File: src/rtl/hermes_rx_framer_pkg.sv
// Shared types and constants for the Hermes receive framer.
// The watchdog is built only when HERMES_RX_WATCHDOG_EN is defined.
package hermes_rx_framer_pkg;

    localparam int HERMES_RX_SKID_DEPTH = 2;

    typedef enum logic [1:0] {
        HERMES_RX_HEADER  = 2'd0,
        HERMES_RX_SIZE    = 2'd1,
        HERMES_RX_PAYLOAD = 2'd2
    } hermes_rx_state_t;

endpackage

File: src/rtl/hermes_rx_skid.sv
// Two-entry FIFO skid buffer between the router port and the DMNI.
// credit_o comes from registered occupancy only, so it never depends on credit_i.
module hermes_rx_skid
    import hermes_rx_framer_pkg::*;
#(
    parameter int W = 32
) (
    input  logic         clk_i,
    input  logic         rst_ni,
    input  logic         rx_i,
    output logic         credit_o,
    input  logic [W-1:0] data_i,
    output logic         tx_o,
    input  logic         credit_i,
    output logic [W-1:0] data_o
);

    localparam logic [1:0] DEPTH = 2'(HERMES_RX_SKID_DEPTH);

    logic [1:0]   count_q;
    logic [W-1:0] head_q;
    logic [W-1:0] tail_q;
    logic         push;
    logic         pop;

    assign credit_o = (count_q != DEPTH);
    assign tx_o     = (count_q != 2'd0);
    assign data_o   = head_q;
    assign push     = rx_i && credit_o;
    assign pop      = tx_o && credit_i;

    always_ff @(posedge clk_i or negedge rst_ni) begin
        if (!rst_ni) begin
            count_q <= 2'd0;
            head_q  <= '0;
            tail_q  <= '0;
        end else begin
            unique case ({push, pop})
                2'b10: begin
                    if (count_q == 2'd0) head_q <= data_i;
                    else                 tail_q <= data_i;
                    count_q <= count_q + 2'd1;
                end
                2'b01: begin
                    head_q  <= tail_q;
                    count_q <= count_q - 2'd1;
                end
                2'b11: begin
                    // Occupancy unchanged; the new flit lands behind whatever remains.
                    if (count_q == 2'd1) begin
                        head_q <= data_i;
                    end else begin
                        head_q <= tail_q;
                        tail_q <= data_i;
                    end
                end
                default: ;
            endcase
        end
    end

endmodule

File: src/rtl/hermes_rx_framer.sv
// Hermes receive framer: skid buffer plus header/size/payload tracking and packet stats.
// Optional stall watchdog enabled by defining HERMES_RX_WATCHDOG_EN.
module hermes_rx_framer
    import hermes_rx_framer_pkg::*;
#(
    parameter int HERMES_FLIT_SIZE = 32,
    parameter int CNT_WIDTH        = 16,
    parameter int WDT_CYCLES       = 1024
) (
    input  logic                        clk_i,
    input  logic                        rst_ni,
    input  logic                        rx_i,
    output logic                        credit_o,
    input  logic [HERMES_FLIT_SIZE-1:0] data_i,
    output logic                        tx_o,
    input  logic                        credit_i,
    output logic [HERMES_FLIT_SIZE-1:0] data_o,
    output logic                        sop_o,
    output logic                        eop_o,
    output logic                        in_packet_o,
    output logic [CNT_WIDTH-1:0]        pkt_count_o,
    input  logic                        cnt_clr_i,
    output logic                        err_timeout_o
);

    hermes_rx_state_t            state_q;
    logic [HERMES_FLIT_SIZE-1:0] remaining_q;
    logic [CNT_WIDTH-1:0]        pkt_count_q;
    logic                        xfer;
    logic                        pkt_last;
    logic                        pkt_done;

    hermes_rx_skid #(.W(HERMES_FLIT_SIZE)) u_skid (
        .clk_i    (clk_i),
        .rst_ni   (rst_ni),
        .rx_i     (rx_i),
        .credit_o (credit_o),
        .data_i   (data_i),
        .tx_o     (tx_o),
        .credit_i (credit_i),
        .data_o   (data_o)
    );

    assign xfer = tx_o && credit_i;

    always_comb begin
        pkt_last = 1'b0;
        case (state_q)
            HERMES_RX_SIZE:    pkt_last = (data_o == '0);
            HERMES_RX_PAYLOAD: pkt_last = (remaining_q == HERMES_FLIT_SIZE'(1));
            default:           pkt_last = 1'b0;
        endcase
    end

    assign sop_o       = tx_o && (state_q == HERMES_RX_HEADER);
    assign eop_o       = tx_o && pkt_last;
    assign pkt_done    = xfer && pkt_last;
    assign in_packet_o = (state_q != HERMES_RX_HEADER);
    assign pkt_count_o = pkt_count_q;

    // Framing advances only on flits actually handed to the DMNI.
    always_ff @(posedge clk_i or negedge rst_ni) begin
        if (!rst_ni) begin
            state_q     <= HERMES_RX_HEADER;
            remaining_q <= '0;
        end else if (xfer) begin
            case (state_q)
                HERMES_RX_HEADER: state_q <= HERMES_RX_SIZE;
                HERMES_RX_SIZE: begin
                    remaining_q <= data_o;
                    state_q     <= (data_o == '0) ? HERMES_RX_HEADER : HERMES_RX_PAYLOAD;
                end
                HERMES_RX_PAYLOAD: begin
                    remaining_q <= remaining_q - HERMES_FLIT_SIZE'(1);
                    if (remaining_q == HERMES_FLIT_SIZE'(1)) state_q <= HERMES_RX_HEADER;
                end
                default: state_q <= HERMES_RX_HEADER;
            endcase
        end
    end

    always_ff @(posedge clk_i or negedge rst_ni) begin
        if (!rst_ni)       pkt_count_q <= '0;
        else if (cnt_clr_i) pkt_count_q <= '0;
        else if (pkt_done)  pkt_count_q <= pkt_count_q + CNT_WIDTH'(1);
    end

`ifdef HERMES_RX_WATCHDOG_EN
    localparam int                WDT_W    = $clog2(WDT_CYCLES + 1);
    localparam logic [WDT_W-1:0]  WDT_LAST = WDT_W'(WDT_CYCLES - 1);

    logic [WDT_W-1:0] stall_q;
    logic             err_q;
    logic             stalling;

    // Returning to HEADER drops in_packet_o, which also clears the counter.
    assign stalling      = in_packet_o && !xfer;
    assign err_timeout_o = err_q;

    always_ff @(posedge clk_i or negedge rst_ni) begin
        if (!rst_ni) begin
            stall_q <= '0;
            err_q   <= 1'b0;
        end else begin
            if (!stalling)             stall_q <= '0;
            else if (stall_q != WDT_LAST) stall_q <= stall_q + WDT_W'(1);

            if (cnt_clr_i)                           err_q <= 1'b0;
            else if (stalling && stall_q == WDT_LAST) err_q <= 1'b1;
        end
    end
`else
    assign err_timeout_o = 1'b0;
`endif

endmodule

File: config.mk
export PLATFORM = sky130hd
export DESIGN_NAME = hermes_rx_framer
export DESIGN_NICKNAME = d
export VERILOG_FILES = /design/src/rtl/hermes_rx_framer_pkg.sv /design/src/rtl/hermes_rx_skid.sv /design/src/rtl/hermes_rx_framer.sv
export SDC_FILE = /design/constraint.sdc
export NUM_CORES = 1
export LEC_CHECK = 0
export ABC_CLOCK_PERIOD_IN_PS = 3200
export BUFFER_PORTS_ARGS = -buffer_cell sky130_fd_sc_hd__buf_2
export CORE_ASPECT_RATIO = 0.9
export CORE_MARGIN = 1.5
export CORE_UTILIZATION = 55
export CTS_CLUSTER_DIAMETER = 50
export DETAILED_ROUTE_END_ITERATION = 10
export PLACE_DENSITY = 0.77
export SYNTH_ARGS = -nofsm -noshare
export SYNTH_HDL_FRONTEND = slang
export SYNTH_SLANG_ARGS = --single-unit
File: constraint.sdc
create_clock -name clk_i -period 3.2 [get_ports clk_i]
set_input_delay 0.32 -clock clk_i [delete_from_list [all_inputs] [get_ports clk_i]]
set_output_delay 0.32 -clock clk_i [all_outputs]
set_load 0.02 [all_outputs]
### After elaboration in Yosys (flattened, before gate mapping)

Index checks and enable logic that the tools add are counted.

| cells by class | value |
|---|---|
| add/sub/neg operators | 4 |
| equal/unequal tests | 12 |
| muxes and demuxes | 14 |
| reduce and logical (&&, ||, !) cells | 19 |

Operators by type and width:

| cell | number |
|---|---|
| $mux 32 | 4 |
| $pmux 32 s2 | 2 |
| $pmux 32 s3 | 1 |
| $eq 32x1->1 const B | 1 |
| $logic_not 32->1 | 1 |
| $mux 16 | 2 |
| $sub 32x1->32 const B | 1 |
| $add 16x1->16 const B | 1 |
| $reduce_bool 2->1 | 6 |
| $ne 2x2->1 const B | 4 |
| $eq 2x1->1 const B | 3 |
| $eq 2x2->1 const B | 3 |
| $pmux 2 s3 | 1 |
| $reduce_and 2->1 | 3 |
| $logic_and 1x1->1 | 5 |
| $logic_not 2->1 | 2 |
| $mux 2 | 2 |
| $pmux 2 s2 | 1 |
| $reduce_and 3->1 | 1 |
| $reduce_bool 3->1 | 1 |
| $add 2x1->2 const B | 1 |
| $ne 2x1->1 const B | 1 |
| $pmux 1 s2 | 1 |
| $sub 2x1->2 const B | 1 |

| word-level totals | value |
|---|---|
| logic and storage cells | 55 |
| bits in registers | 116 |
| input bits | 37 |

### Depth between registers and ports, before layout

Gate-level depths: netlist of run 1.

| depth | value |
|---|---|
| depth in word-level cells | 5 |
| gate-level depth with buffers | 11 |

### Modules after synthesis

Synthesis of run 1 repeated with hierarchy kept, for this count alone.

| unflattened totals | value |
|---|---|
| cell total of the unflattened synthesis | 676 |
| area total of the unflattened synthesis | 6449.9 µm² |

By module, submodules not included:

| module | area each (µm²) | cells each | instances |
|---|---|---|---|
| hermes_rx_framer | 3268.1 | 392 | 1 |
| hermes_rx_skid | 3181.8 | 284 | 1 |

### Least setup slack after synthesis of run 1

Ideal clock, no wire load.

| path | value |
|---|---|
| path kind | reg-to-output |
| start point | reg remaining_q[23] |
| end point | out eop_o |
| cell stages (with the launch flop) | 6 |
| path slack | 0.781 ns |
| required time | 2.880 ns |
| path buffers | 0 |
| arrival time | 2.099 ns |
| path through | dfrtp_1 -> or4_4 -> nor4_4 -> and3_1 -> a32oi_1 -> nor3b_1 |

| between the ends | value |
|---|---|
| longest elaborated chain between the ends | 3 |

Ends and longest elaborated chain:

| what | RTL line | RTL |
|---|---|---|
| start: declaration | hermes_rx_framer.sv:27 | `logic [HERMES_FLIT_SIZE-1:0] remaining_q;` |
| start signal: assignment | hermes_rx_framer.sv:70 | `remaining_q <= data_o;` |
| start signal: assignment | hermes_rx_framer.sv:74 | `remaining_q <= remaining_q - HERMES_FLIT_SIZE'(1);` |
| $eq 32x1->1 | hermes_rx_framer.sv:50 | `HERMES_RX_PAYLOAD: pkt_last = (remaining_q == HERMES_FLIT_SIZE'(1));` |
| $pmux 1 s2 | hermes_rx_framer.sv:48 | `case (state_q)` |
| $logic_and 1x1->1 | hermes_rx_framer.sv:56 | `assign eop_o = tx_o && pkt_last;` |
| end: declaration | hermes_rx_framer.sv:19 | `output logic eop_o,` |

No other way between the ends.

### Worst setup path after layout of run 1

| path | value |
|---|---|
| start point | reg remaining_q[20] |
| end point | out eop_o |

Same word-level chain as after synthesis.

==> impl_results.md, run 1 <==
* HP Class: input pin to flop
* Final #Nets at 759
* Sequential-to-total area share from yosys stat at 0.471
* Synth Area in XOR/XNOR at 0.00284
* Worst reg-to-reg setup slack at 0.56 ns
* Final slew viol count at 0
* Worst-margin pin slew at 0.764 ns
* PD cells at 1030 nW/µm²
* Largest net degree at the start of global routing at 65
* Final TNS setup at 0 ns
* Die area at 11,900 µm²
* Placer Congestion at 0.883
* CTS Buf Count at 17
* Clock Skew at 0.00690 ns
* Worst EP arrival at 2.61 ns
* Prevailing post-synth register cell: dfrtp_1
* Multiplexer share of the synthesized area at 0.0937
* Post-Syn Area per Cell at 9.73 µm²
* Post-CTS Setup Inserts at 0
* Max Root-Sink Buffers at 2
* IO Pins at 91
* Fill cells at 834
* Final Cycle Share at 0.916
* CTS tree: built
* Min Tclk post-route at 2.93 ns
* Synth area leader: dfrtp_1
* Fin worst setup slack at 0.269 ns
* Fraction of the mapped netlist area in adder cells at 0.0243
* Syn nets at 683
* DIE HEIGHT at 103 µm
* Worst setup SP type: flop
* Initial detailed-routing violation count at 457
* RSZ-0062 raised after global routing: no
* Vias after detailed routing at 5,396
* Remaining DRCs at 0
* GR Util All Layers at 0.286
* Simple-gate area share of the yosys netlist at 0.180
* MaxCap Viol Count at 0
* Endpoint type of the worst setup path: output port
* Max IR drop VDD at 0.000478 V
* CTS clk-pin slew, worst paths at 0.05 ns
* Gate count of the mapped netlist at 634
* Initial Util at 0.568
* Final WL at 15,900 µm
* Dpl ws at 0.598 ns
* Clock sinks at 116
* CP Class: flop to output port
* Top cell type's share of synthesized area at 0.471
* Worst hold slack at 0.146 ns
* Max H-tree Level at 4
* Worst-path fanout max at 7
* Synth top area cells: dfrtp_1 47%, mux2_2 6.8%, o21ai_0 4.4%, a21oi_1 4.1%, a22oi_1 4.0%
* Vias per inst at 6.17
* CTS root buf: clkbuf_16
* Asr flop ratio synth at 1.00
* Placed wire-length estimate at 10,800 µm
* Seq. cell area at 2900 µm²
* Slew headroom at 0.491
* Post-synthesis cell type count at 57
* Layout cell share with drive strength beyond 1 at 0.247
* Final-report setup violation count at 0
* Vias in the first global route at 5,123
* DRT antenna net count at 0
* Die W at 115 µm
* Outcome: complete, no violations
* Post-layout power at 7.53 mW
* Global-route wire length before repair at 25,800 µm
* Area of the multi-input gates at 3070 µm²
* Core ar. at 10,900 µm²
* Area Overhead vs Synth at 19.1%
* # rows at 36
* Synth warnings at 0
* Area fraction in compound gates after synthesis at 0.194
* Final Hold Vio Count at 0
* Cell Area, Synth at 6170 µm²
* Antenna fix cells at 0
* Routed WL per cell at 18.2 µm
* Number of synthesized flops with an enable pin at 0
* Total gr overflow at 0
* Critical Path RT at 2.88 ns
* Max Freq at 341 MHz
* Initial antenna violation count at 0
* Leakage at 3.25 nW
* Seq cells post-synth at 116
* Drt pass-1 iters at 5
* Skew-Pair Late Insertion Delay at 0.42 ns
* Port-buffer cells at 89
* Main combinational cell family by area after synthesis: compound AO/OA/AOI/OAI gates
-- cell usage after synthesis (8+ instances only) --
cell and number:
a21oi_1 51, a22oi_1 33, and3_1 10, clkbuf_1 35, dfrtp_1 116, ha_1 12, inv_1 14, mux2_1 9
mux2_2 37, nand2_1 59, nand3_1 12, nand4_1 9, nor2_1 35, nor2b_1 15, nor3_1 13, nor4_1 11
o21ai_0 54, o22a_1 9, o22ai_1 8
-- cell type report --
| class | instances | share of cell area |
|---|---|---|
| Multi-Input combinational cell | 462 | 0.418 |
| Sequential cell | 116 | 0.395 |
| Timing Repair Buffer | 99 | 0.0733 |
| Clock buffer | 22 | 0.0632 |
| Tap cell | 152 | 0.0259 |
| Clock inverter | 9 | 0.0175 |
| Inverter | 14 | 0.00716 |
-- critical path, stage by stage (launching register included) --
cell and delay [ns]:
dfrtp_1 0.45, or4_4 0.57, nor4_4 0.42, and3_1 0.27, a32oi_1 0.07, nor3b_1 0.21, buf_2 0.20
-- through the flow --
stage	cell area (µm²)	std cells	utilization
after detailed placement	6740	842	0.621
after global routing	7340	874	0.677
after floorplan	6170	634	-
final	7340	874	0.677
after global placement	6740	842	0.621
after CTS	7340	874	0.677
-- power by group --
| part | switching [mW] | internal, mW |
|---|---|---|
| clock | 0.660 | 1.26 |
| sequential | 0.682 | 2.10 |
| combinational | 1.67 | 1.17 |
| total | 3.01 | 4.52 |
-- cell usage in the layout, fill, tap and decap left out, types with 4 or more instances in the layout --
master / n
a21oi_1: 50
a22oi_1: 33
a2bb2oi_1: 4
a31oi_1: 4
and3_1: 10
and4_1: 7
buf_2: 88
buf_4: 9
clkbuf_16: 17
dfrtp_1: 116
ha_1: 11
inv_1: 14
mux2_1: 9
mux2_2: 37
mux2i_1: 6
nand2_1: 59
nand3_1: 12
nand4_1: 9
nor2_1: 34
nor2b_1: 15
nor3_1: 13
nor4_1: 11
o21ai_0: 54
o22a_1: 9
o22ai_1: 8
o31ai_1: 4
or3_1: 7
or4_1: 7
-- registers in the layout (all words and copies together) (netlist names) --
name / flops
pkt_count_o: 16
u_skid.tail_q: 32
u_skid.count_q: 2
remaining_q: 32
state_q: 2
u_skid.data_o: 32
-- repair_timing --
action	in CTS	in global routing
hold buffers	1	0
endpoints found under the hold margin	40	0
gates resized for setup	0	0
-- kinds of logic (layout without fill, tap and decap cells) --
group | count (synthesis) | in the layout
AND/OR/NAND/NOR | 204 | 204
other | 1 | 1
adder cells (fa/ha/maj) | 12 | 12
multiplexers | 52 | 52
XOR/XNOR | 2 | 2
buffers and inverters | 56 | 144
flip-flops | 116 | 116
AO/OA/AOI/OAI | 191 | 191
-- final timing paths --
path | depth (start not counted) | start | to
max in group asynchronous | 3 | rst_ni | remaining_q[4]$_DFFE_PN0P_
min reg2reg | 1 | u_skid.tail_q[11]$_DFFE_PN0P_ | u_skid.tail_q[11]$_DFFE_PN0P_
max | 6 | remaining_q[20]$_DFFE_PN0P_ | eop_o
min in group asynchronous | 2 | rst_ni | u_skid.tail_q[24]$_DFFE_PN0P_
max reg2reg | 7 | u_skid.count_q[0]$_DFFE_PN0P_ | pkt_count_o[8]$_DFFE_PN0P_
min | 2 | data_i[12] | u_skid.tail_q[12]$_DFFE_PN0P_
-- metal layers --
| metal | vias up | GRT usage | wire length (µm) |
|---|---|---|---|
| met3 | 28 | 0.0734 | 1030 |
| met1 | 2677 | 0.399 | 7040 |
| li1 | 2502 | - | - |
| met4 | 0 | 0.120 | 359 |
| met2 | 189 | 0.429 | 7510 |
| met5 | - | 0 | 0 |
(Power assumes the default switching activity.)
==> run 2, diff against run 1 <==
--- a/config.mk
+++ b/config.mk
@@ -5,7 +5,7 @@
 export SDC_FILE = /design/constraint.sdc
 export NUM_CORES = 1
 export LEC_CHECK = 0
-export ABC_CLOCK_PERIOD_IN_PS = 3200
+export ABC_CLOCK_PERIOD_IN_PS = 3650
 export BUFFER_PORTS_ARGS = -buffer_cell sky130_fd_sc_hd__buf_2
 export CORE_ASPECT_RATIO = 0.9
 export CORE_MARGIN = 1.5
==> constraint.sdc (replaced) <==
create_clock -name clk_i -period 3.65 [get_ports clk_i]
set_input_delay 0.365 -clock clk_i [delete_from_list [all_inputs] [get_ports clk_i]]
set_output_delay 0.365 -clock clk_i [all_outputs]
set_load 0.02 [all_outputs]
==> run 2 against run 1 <==
  * Sequential share of layout area barely moved
  * Total power down 12%
  * Die area stayed put
  * Clock-buffer cell count grew 2
  * Largest cell class unchanged
  * Via count shrank 1.8%
  * Global-route usage fell by 0.88 points
  * Cell count fell by 0.23%
  * Clock skew is 0.0016 ns lower
==> impl_results.md, run 2 (synthesis gave the netlist of run 1 again) <==
* Post-layout power at 6.61 mW
* CTS tree: built
* Area Overhead vs Synth at 19.0%
* # rows at 36
* FF-to-FF Start: u_skid.count_q[0]$_DFFE_PN0P_
* HP Class: input pin to asynchronous set/reset pin
* Largest net degree at the start of global routing at 76
* Remaining DRCs at 0
* Worst reg-to-reg setup slack at 0.78 ns
* Vias per inst at 6.08
* Final-report setup violation count at 0
* Final WL at 15,400 µm
* Slew headroom at 0.274
* Reg2reg end: u_skid.data_o[10]$_DFFE_PN0P_
* Final #Nets at 756
* GR Util All Layers at 0.277
* RSZ-0062 raised after global routing: no
* Critical Path RT at 3.28 ns
* IO Pins at 91
* CTS Buf Count at 17
* Global-route wire length before repair at 25,000 µm
* MaxCap Viol Count at 0
* Worst-margin pin slew at 1.09 ns
* Final slew viol count at 0
* Skew-Pair Late Insertion Delay at 0.42 ns
* Setup crit start: remaining_q[23]$_DFFE_PN0P_
* Highest-count cells in the layout ignoring fill and taps: 116 x dfrtp_1, 88 x buf_2, 59 x nand2_1
* Max Freq at 326 MHz
* Initial Util at 0.568
* Final TNS setup at 0 ns
* Placed insts at 840
* Drt pass-1 iters at 7
* Routed WL per cell at 17.7 µm
* Cts hold-fix bufs at 0
* Die W at 115 µm
* Antenna fix cells at 0
* Layout cell share with drive strength beyond 1 at 0.246
* Leakage at 3.24 nW
* Initial detailed-routing violation count at 423
* Vias after detailed routing at 5,300
* CTS resizes at 0
* Endpoint type of the worst setup path: output port
* Final Instance Count excl. Fillers at 872
* Post-CTS Setup Inserts at 0
* CP Class: flop to output port
* Commonest non-fill, non-tap cell in the layout: dfrtp_1
* Max Root-Sink Buffers at 2
* Outcome: complete, no violations
* CTS root buf: clkbuf_16
* Worst-path fanout max at 5
* Worst reg2reg path depth at 10
* Port-buffer cells at 89
* Worst setup SP type: flop
* PD cells at 900 nW/µm²
* Die area at 11,900 µm²
* Worst EP arrival at 2.71 ns
* Placed wire-length estimate at 10,300 µm
* Max IR drop VDD at 0.000599 V
* Final Hold Vio Count at 0
* CTS clk-pin slew, worst paths at 0.05 ns
* Initial antenna violation count at 0
* Final Cycle Share at 0.841
* Core ar. at 10,900 µm²
* Vias in the first global route at 4,933
* Min Tclk post-route at 3.07 ns
* DRT antenna net count at 0
* Max H-tree Level at 4
* DIE HEIGHT at 103 µm
* Total gr overflow at 0
* Clock Skew at 0.00530 ns
* Placer Congestion at 0.845
* Clock sinks at 116
* Final core utilization at 0.676
run 2: final cells by class:
type,instances,area (µm²)
inverter,14,52.6
sequential,116,2900
fill,846,3510
tap,152,190
timing repair buffer,96,513
clock buffer,24,492
clock inverter,8,123
multi-input combinational,462,3070
run 2: per-layer routing:
layer	global-route usage	share of wire	up-vias
li1	-	-	2495
met1	0.390	0.46	2601
met2	0.429	0.47	182
met3	0.0664	0.061	22
met4	0.0885	0.014	0
met5	0	0	-
run 2: critical path, cell delays in order, from the launching register on:
cell	delay (ns)
dfrtp_1	0.41
or4_4	0.61
nor4_4	0.44
and3_1	0.29
a32oi_1	0.10
nor3b_1	0.23
buf_2	0.20
run 2: where the power goes:
group / switching, mW / internal [mW] / total [mW]
registers: 0.599 / 1.84 / 2.44
clock network: 0.570 / 1.14 / 1.71
logic: 1.44 / 1.02 / 2.46
total: 2.61 / 4.00 / 6.61
run 2: how the worst max path moves through the flow:
| stage | endpoint | slack [ns] |
|---|---|---|
| after detailed placement | u_skid.data_o[22]$_DFFE_PN0P_ | 0.86 |
| final | eop_o | 0.58 |
| after global placement | u_skid.data_o[26]$_DFFE_PN0P_ | 1.05 |
| after CTS | eop_o | 0.57 |
| after global routing | u_skid.data_o[6]$_DFFE_PN0P_ | 0.44 |
| after floorplan | eop_o | 1.19 |
run 2: per-stage QoR:
step / worst slack (ns) / area, µm² / hold slack, ns
after detailed placement: 0.855 / 6730 / 0.473
final: 0.579 / 7340 / 0.00636
after global placement: 1.05 / 6730 / 0.463
after CTS: 0.570 / 7340 / 0.0346
after floorplan: 1.19 / 6170 / 0.0694
after global routing: 0.441 / 7340 / 0.0510
